<file path="config.mk">
export PLATFORM = sky130hd
export DESIGN_NAME = alt_mem_ddrx_ecc_encoder_pipe
export DESIGN_NICKNAME = d
export VERILOG_FILES = /design/src/rtl/alt_mem_ddrx_ecc_pkg.sv /design/src/rtl/alt_mem_ddrx_ecc_encoder_core.sv /design/src/rtl/alt_mem_ddrx_ecc_encoder_pipe.sv
export SDC_FILE = /design/constraint.sdc
export NUM_CORES = 1
export LEC_CHECK = 0
export CORE_ASPECT_RATIO = 0.75
export CORE_UTILIZATION = 45
export DETAILED_ROUTE_END_ITERATION = 16
export MAX_ROUTING_LAYER = met4
export PLACE_DENSITY = 0.83
export RECOVER_POWER = 25
export SYNTH_ARGS = -nofsm -noshare
export SYNTH_HDL_FRONTEND = slang
export SYNTH_HIERARCHICAL = 1
export SYNTH_SLANG_ARGS = --single-unit
</file>
<file path="constraint.sdc">
create_clock -name ctl_clk -period 2 [get_ports ctl_clk]
set_clock_uncertainty 0.05 [all_clocks]
set_input_delay 0.3 -clock ctl_clk [delete_from_list [all_inputs] [get_ports ctl_clk]]
set_output_delay 0.3 -clock ctl_clk [all_outputs]
set_load 0.1 [all_outputs]
</file>
<file path="src/rtl/alt_mem_ddrx_ecc_pkg.sv">
// Shared constants for the DDRx SECDED write-path encoder: injection modes and
// Hamming parity-mask tables for the (39,32) and (72,64) codes.
package alt_mem_ddrx_ecc_pkg;

    localparam logic [1:0] INJ_NONE = 2'b00;
    localparam logic [1:0] INJ_SBE  = 2'b01;
    localparam logic [1:0] INJ_DBE  = 2'b10;
    localparam logic [1:0] INJ_CODE = 2'b11;

    // Row i selects the data bits covered by Hamming parity bit i.
    typedef logic [6:0][63:0] pmask_t;

    // Data bit d sits at the d-th non-power-of-two codeword position (3,5,6,7,9,...);
    // parity bit i covers every position whose index has bit i set.
    function automatic pmask_t gen_pmask(input int w);
        pmask_t m;
        int     pos;
        m   = '0;
        pos = 1;
        for (int d = 0; d < w; d++) begin
            pos++;
            while ((pos & (pos - 1)) == 0) pos++;
            for (int i = 0; i < 7; i++) begin
                if (pos[i]) m[i][d] = 1'b1;
            end
        end
        return m;
    endfunction

    localparam pmask_t PMASK32 = gen_pmask(32);
    localparam pmask_t PMASK64 = gen_pmask(64);

endpackage

</file>
<file path="src/rtl/alt_mem_ddrx_ecc_encoder_core.sv">
// Combinational SECDED check-bit generator. code = {overall parity, hamming parity},
// zero-extended to 8 bits for the 32-bit code.
module alt_mem_ddrx_ecc_encoder_core
    import alt_mem_ddrx_ecc_pkg::*;
#(
    parameter int W = 32
) (
    input  logic [W-1:0] data,
    output logic [7:0]   code
);

    localparam int     NP   = (W == 64) ? 7 : 6;
    localparam pmask_t MASK = (W == 64) ? PMASK64 : PMASK32;

    logic [NP-1:0] hp;

    always_comb begin
        hp = '0;
        for (int i = 0; i < NP; i++) begin
            hp[i] = ^(data & MASK[i][W-1:0]);
        end
    end

    assign code = 8'({^{data, hp}, hp});

endmodule

</file>
<file path="src/rtl/alt_mem_ddrx_ecc_encoder_pipe.sv">
// Two-stage valid/ready SECDED write encoder with per-beat ECC enable, RMW flagging
// and beat-targeted error injection.
module alt_mem_ddrx_ecc_encoder_pipe
    import alt_mem_ddrx_ecc_pkg::*;
#(
    parameter int CFG_DATA_WIDTH     = 40,
    parameter int CFG_ECC_CODE_WIDTH = 8,
    parameter int CFG_INJ_CNT_WIDTH  = 8
) (
    input  logic                           ctl_clk,
    input  logic                           ctl_reset,
    input  logic                           cfg_enable_ecc,
    input  logic [1:0]                     cfg_inject_mode,
    input  logic [CFG_INJ_CNT_WIDTH-1:0]   cfg_inject_beat,
    input  logic                           inject_arm,
    output logic                           inject_done,
    input  logic [CFG_DATA_WIDTH-1:0]      input_data,
    input  logic [CFG_DATA_WIDTH/8-1:0]    input_be,
    input  logic                           input_valid,
    output logic                           input_ready,
    output logic [CFG_DATA_WIDTH-1:0]      output_data,
    output logic [CFG_DATA_WIDTH/8-1:0]    output_be,
    output logic                           output_partial,
    output logic                           output_valid,
    input  logic                           output_ready
);

    localparam int DW     = CFG_DATA_WIDTH;
    localparam int W      = CFG_DATA_WIDTH - CFG_ECC_CODE_WIDTH;
    localparam int BW     = CFG_DATA_WIDTH / 8;
    localparam int CORE_W = (W == 64) ? 64 : 32;

    logic                         rdy_en;
    logic                         s1_valid, s1_ecc, s1_tag;
    logic [1:0]                   s1_mode;
    logic [DW-1:0]                s1_data;
    logic [BW-1:0]                s1_be;
    logic                         s2_valid, s2_partial, s2_tag;
    logic [DW-1:0]                s2_data;
    logic [BW-1:0]                s2_be;
    logic                         armed;
    logic [CFG_INJ_CNT_WIDTH-1:0] inj_cnt;
    logic                         s1_load, s2_load, accept, tag_now;
    logic [7:0]                   core_code;
    logic [DW-1:0]                enc_word;
    logic [BW-1:0]                enc_be;
    logic                         enc_partial;

    assign s2_load     = !s2_valid || output_ready;
    assign s1_load     = !s1_valid || s2_load;
    assign input_ready = rdy_en && s1_load;
    assign accept      = input_valid && input_ready;
    // A same-cycle re-arm wins: the beat accepted with it is neither counted nor tagged.
    assign tag_now     = accept && armed && !inject_arm && (inj_cnt == '0);

    alt_mem_ddrx_ecc_encoder_core #(.W(CORE_W)) u_core (
        .data (CORE_W'(s1_data[W-1:0])),
        .code (core_code)
    );

    always_comb begin
        enc_word    = s1_data;
        enc_be      = s1_be;
        enc_partial = 1'b0;
        if (s1_ecc) begin
            enc_word    = {CFG_ECC_CODE_WIDTH'(core_code), s1_data[W-1:0]};
            enc_be      = '1;
            enc_partial = !(&s1_be[W/8-1:0]);
            if (s1_tag) begin
                case (s1_mode)
                    INJ_SBE:  enc_word[0]   = ~enc_word[0];
                    INJ_DBE:  enc_word[1:0] = ~enc_word[1:0];
                    INJ_CODE: enc_word[W]   = ~enc_word[W];
                    default:  ;
                endcase
            end
        end
    end

    always_ff @(posedge ctl_clk) begin
        if (ctl_reset) begin
            rdy_en     <= 1'b0;
            s1_valid   <= 1'b0;
            s1_ecc     <= 1'b0;
            s1_tag     <= 1'b0;
            s1_mode    <= INJ_NONE;
            s1_data    <= '0;
            s1_be      <= '0;
            s2_valid   <= 1'b0;
            s2_partial <= 1'b0;
            s2_tag     <= 1'b0;
            s2_data    <= '0;
            s2_be      <= '0;
        end else begin
            rdy_en <= 1'b1;
            if (s1_load) begin
                s1_valid <= accept;
                if (accept) begin
                    s1_data <= input_data;
                    s1_be   <= input_be;
                    s1_ecc  <= cfg_enable_ecc;
                    s1_tag  <= tag_now;
                    s1_mode <= cfg_inject_mode;
                end
            end
            if (s2_load) begin
                s2_valid <= s1_valid;
                if (s1_valid) begin
                    s2_data    <= enc_word;
                    s2_be      <= enc_be;
                    s2_partial <= enc_partial;
                    s2_tag     <= s1_tag;
                end
            end
        end
    end

    always_ff @(posedge ctl_clk) begin
        if (ctl_reset) begin
            armed       <= 1'b0;
            inj_cnt     <= '0;
            inject_done <= 1'b0;
        end else begin
            if (inject_arm) begin
                armed   <= 1'b1;
                inj_cnt <= cfg_inject_beat;
            end else if (accept && armed) begin
                if (inj_cnt == '0) armed <= 1'b0;
                else               inj_cnt <= inj_cnt - CFG_INJ_CNT_WIDTH'(1);
            end
            if (inject_arm)                             inject_done <= 1'b0;
            else if (s2_valid && output_ready && s2_tag) inject_done <= 1'b1;
        end
    end

    assign output_valid   = s2_valid;
    assign output_data    = s2_data;
    assign output_be      = s2_be;
    assign output_partial = s2_partial;

endmodule

</file>
==> results.sh <==
export IMPL_status="finished, violations left"
export IMPL_violations="negative setup slack"
export IMPL_grt_pass1_vias=4508
export IMPL_dp_hpwl_um=9870
export IMPL_reg2reg_slack_ns=-0.32
export IMPL_die_y_um=91.4
export IMPL_fin_nets=784
export IMPL_ys_warn_count=6
export IMPL_synth_area_leaders="dfxtp_1 (46%), nand2_1 (13%), a21oi_1 (8.8%), xnor2_1 (8.2%), clkbuf_1 (2.7%)"
export IMPL_path_class="reg2reg"
export IMPL_drt_first_pass_iters=5
export IMPL_ctsHtreeMaxLevel=3
export IMPL_min_path_type="in2reg"
export IMPL_syn_avg_cell_area_um2=8.25
export IMPL_syn_num_nets=647
export IMPL_power_frac_seq_pct=41.1
export IMPL_grt_max_degree=58
export IMPL_numCtsBuffers=9
export IMPL_die_area_mm2=0.0111
export IMPL_min_path_cells=2
export IMPL_clk_pin_slew_ns=0.07
export IMPL_synthCells=581
export IMPL_cp_max_fo=3
export IMPL_powerDensity_mw_per_mm2=825
export IMPL_p_leak_nw=2.67
export IMPL_holdCritStartpoint="ctl_reset"
export IMPL_p_int_w=0.00397
export IMPL_setup_viol=4
export IMPL_hold_end="output_partial"
export IMPL_detail_route_iter0_violations=478
export IMPL_synth_top_area_share_pct=45.5
export IMPL_clockPowerShare_pct=29.3
export IMPL_cts_hold_buf=0
export IMPL_holdWs_ns=0.314
export IMPL_drive_above_1_share_pct=25.0
export IMPL_fin_crit_ns=2.32
export IMPL_drv_slew=0
export IMPL_rows=32
export IMPL_synth_ff_type="dfxtp_1"
export IMPL_antenna_left=0
export IMPL_synth_edff_count=0
export IMPL_vias=4772
export IMPL_overflow=0
export IMPL_clk_path_buf_depth=2
export IMPL_worstPathArrival_ns=2.51
export IMPL_synth_top_cell_by_area="dfxtp_1"
export IMPL_wl_per_cell_um=18.1
export IMPL_synthArstFlopShare_pct=0
export IMPL_startpoint_type="flip-flop"
export IMPL_reg2reg_to="output_data[38]"
export IMPL_min_period_over_period_pct=116
export IMPL_worstPathRequired_ns=2.18
export IMPL_maxCapViolations=0
export IMPL_p_sw_w=0.00174
export IMPL_vias_per_cell=5.56
export IMPL_synth_seq_cells=109
export IMPL_rsz0062_at_grt="true"
export IMPL_combPwrFrac_pct=29.6
export IMPL_n_antenna_cell=0
export IMPL_ys_types=49
export IMPL_instances_no_fill=859
export IMPL_peakVddDrop_mv=0.461
export IMPL_hold_viol=0
export IMPL_synth_area_mm2=0.00479
export IMPL_drc_errors=0
export IMPL_io_pins=110
export IMPL_antenna_found_initial=0
export IMPL_r2r_start="s1_data[3]"
export IMPL_clkLatencyLatePin_ns=0.35
export IMPL_worst_r2r_cell_count=8
export IMPL_cts_tree="yes"
export IMPL_port_buffers=109
export IMPL_numClockSinks=109
export IMPL_critPathCaptureType="flip-flop"
export IMPL_setup_slack_ns=-0.324
export IMPL_fillCellCount=741
export IMPL_drt_total_wl_um=15600
export IMPL_clk_root_buffer_cell="clkbuf_16"
export IMPL_p_sw_share_pct=30.5
export IMPL_die_w_um=121
export IMPL_synth_seq_area_share_pct=45.5
export IMPL_synthToLayoutAreaGrowth_pct=44.5
export IMPL_dp_cells=836
export IMPL_fmax_mhz=430
export IMPL_pre_cts_slack_ns=-0.215
export IMPL_place_gp_congestion=0.912
export IMPL_grt_pass1_wl_um=22500
export IMPL_core_area_mm2=0.0103
export IMPL_initial_utilization_pct=46.4
export IMPL_track_usage_pct=27.3
-- state kept, by name, indices dropped and copies added (netlist names), 2 cells and up --
signal	cells
s1_be	5
s1_data	40
output_be	5
s1_mode	2
inj_cnt	8
output_data	40
-- synth_stat cells, types with 2 or more instances --
master and count:
nand2b_1 2, inv_1 11, and2_1 2, a21oi_1 84, xor2_1 9, nor3_1 16
xnor2_1 45, nand3b_1 2, and3_1 3, a31o_1 2, xnor3_1 4, a211oi_1 9
nor4_1 2, nand3_1 5, clkbuf_1 34, xnor2_2 2, nand4_1 7, o21ai_0 2
nand2_1 167, nor2_1 24, mux2i_1 7, dfxtp_1 109, ha_1 5, a311oi_1 3
-- how the worst max path moves through the flow --
stage | startpoint | end | slack (ns) | depth (start not counted)
finish | s1_data[3] | output_data[38] | -0.32 | 8
global placement | s1_data[7] | output_data[38] | -0.11 | 7
detailed placement | s1_data[15] | output_data[32] | -0.22 | 8
floorplan | s1_data[29] | output_data[38] | -0.03 | 7
CTS | s1_data[30] | output_data[38] | -0.17 | 7
global route | s1_data[3] | output_data[38] | -0.39 | 8
-- cells by family (layout without fill, tap and decap cells) --
group	Yosys count	count (layout)	synth area share [%]
AND/OR/NAND/NOR	236	236	20.5
flip-flops	109	109	45.5
multiplexers	7	7	1.46
XOR/XNOR	62	62	13.4
AO/OA/AOI/OAI	112	112	13.6
adder cells (fa/ha/maj)	5	5	1.30
buffers and inverters	49	191	4.10
other	1	1	0.0782
-- layout by cell type (no fill, tap or decap), drive strengths merged, types with 3 or more instances in the layout --
master         Yosys  routed
xnor2             47      47
clkdlybuf4s50      0      59
a211oi             9       9
xnor3              5       5
nor4               3       3
a21oi             84      84
ha                 5       5
clkinv             0       4
nand4              7       7
clkbuf            34      10
a311oi             4       4
xor2               9       9
buf                4     105
dfxtp            109     109
inv               11      13
nor3              16      16
nand2            167     167
nor2              24      24
nand3              5       5
a31o               3       3
and3               3       3
mux2i              7       7
-- critical path, stage by stage (launching register included) --
cell      delay (ns)
dfxtp_1         0.40
buf_4           0.14
xor2_1          0.37
xnor2_1         0.22
xnor3_1         0.30
xnor3_1         0.25
xor3_1          0.23
mux2i_1         0.15
a211oi_1        0.09
-- metal layers --
| layer | part of all wire, % | wire length [µm] | GRT usage [%] | vias to the layer above |
|---|---|---|---|---|
| met4 | 4.0 | 621 | 11.3 | 0 |
| met5 | 0 | 0 | - | - |
| met3 | 9.0 | 1400 | 5.40 | 68 |
| li1 | - | - | - | 2201 |
| met2 | 46 | 7210 | 41.8 | 297 |
| met1 | 41 | 6350 | 35.2 | 2206 |
-- power groups by stage --
stage                     combinational, W  clock [W]  sequential, W
final                              0.00169    0.00167        0.00235
after global routing               0.00176    0.00178        0.00236
after CTS                          0.00147    0.00169        0.00233
after detailed placement           0.00136          0        0.00238
after global placement             0.00132          0        0.00237
after floorplan                   0.000737          0        0.00253
-- repair_timing --
item	CTS	global route
setup buffers	5	3
resized for setup	21	35
endpoints found under the setup margin	5	11
pin swaps	10	11
cloned	0	0
-- area by class of cell --
| type | instances | area, µm² | share of cell area, % |
|---|---|---|---|
| Multi-Input combinational cell | 423 | 2730 | 39.4 |
| Sequential cell | 109 | 2210 | 31.9 |
| Timing Repair Buffer | 164 | 1500 | 21.6 |
| Clock buffer | 10 | 229 | 3.30 |
| Tap cell | 136 | 170 | 2.46 |
| Clock inverter | 6 | 45.0 | 0.650 |
| Inverter | 11 | 41.3 | 0.596 |
-- through the flow --
stage	instance area (µm²)	TNS, ns	power [W]	util (%)
2_1_floorplan	4830	-0.0289	0.00327	-
3_3_place_gp	6290	-0.188	0.00369	60.9
3_5_place_dp	6290	-0.765	0.00374	60.9
4_1_cts	6710	-0.338	0.00550	65.0
5_1_grt	6930	-0.939	0.00590	67.1
6_report	6930	-0.750	0.00572	67.1
Note: power is estimated with default switching activity, not from simulation.
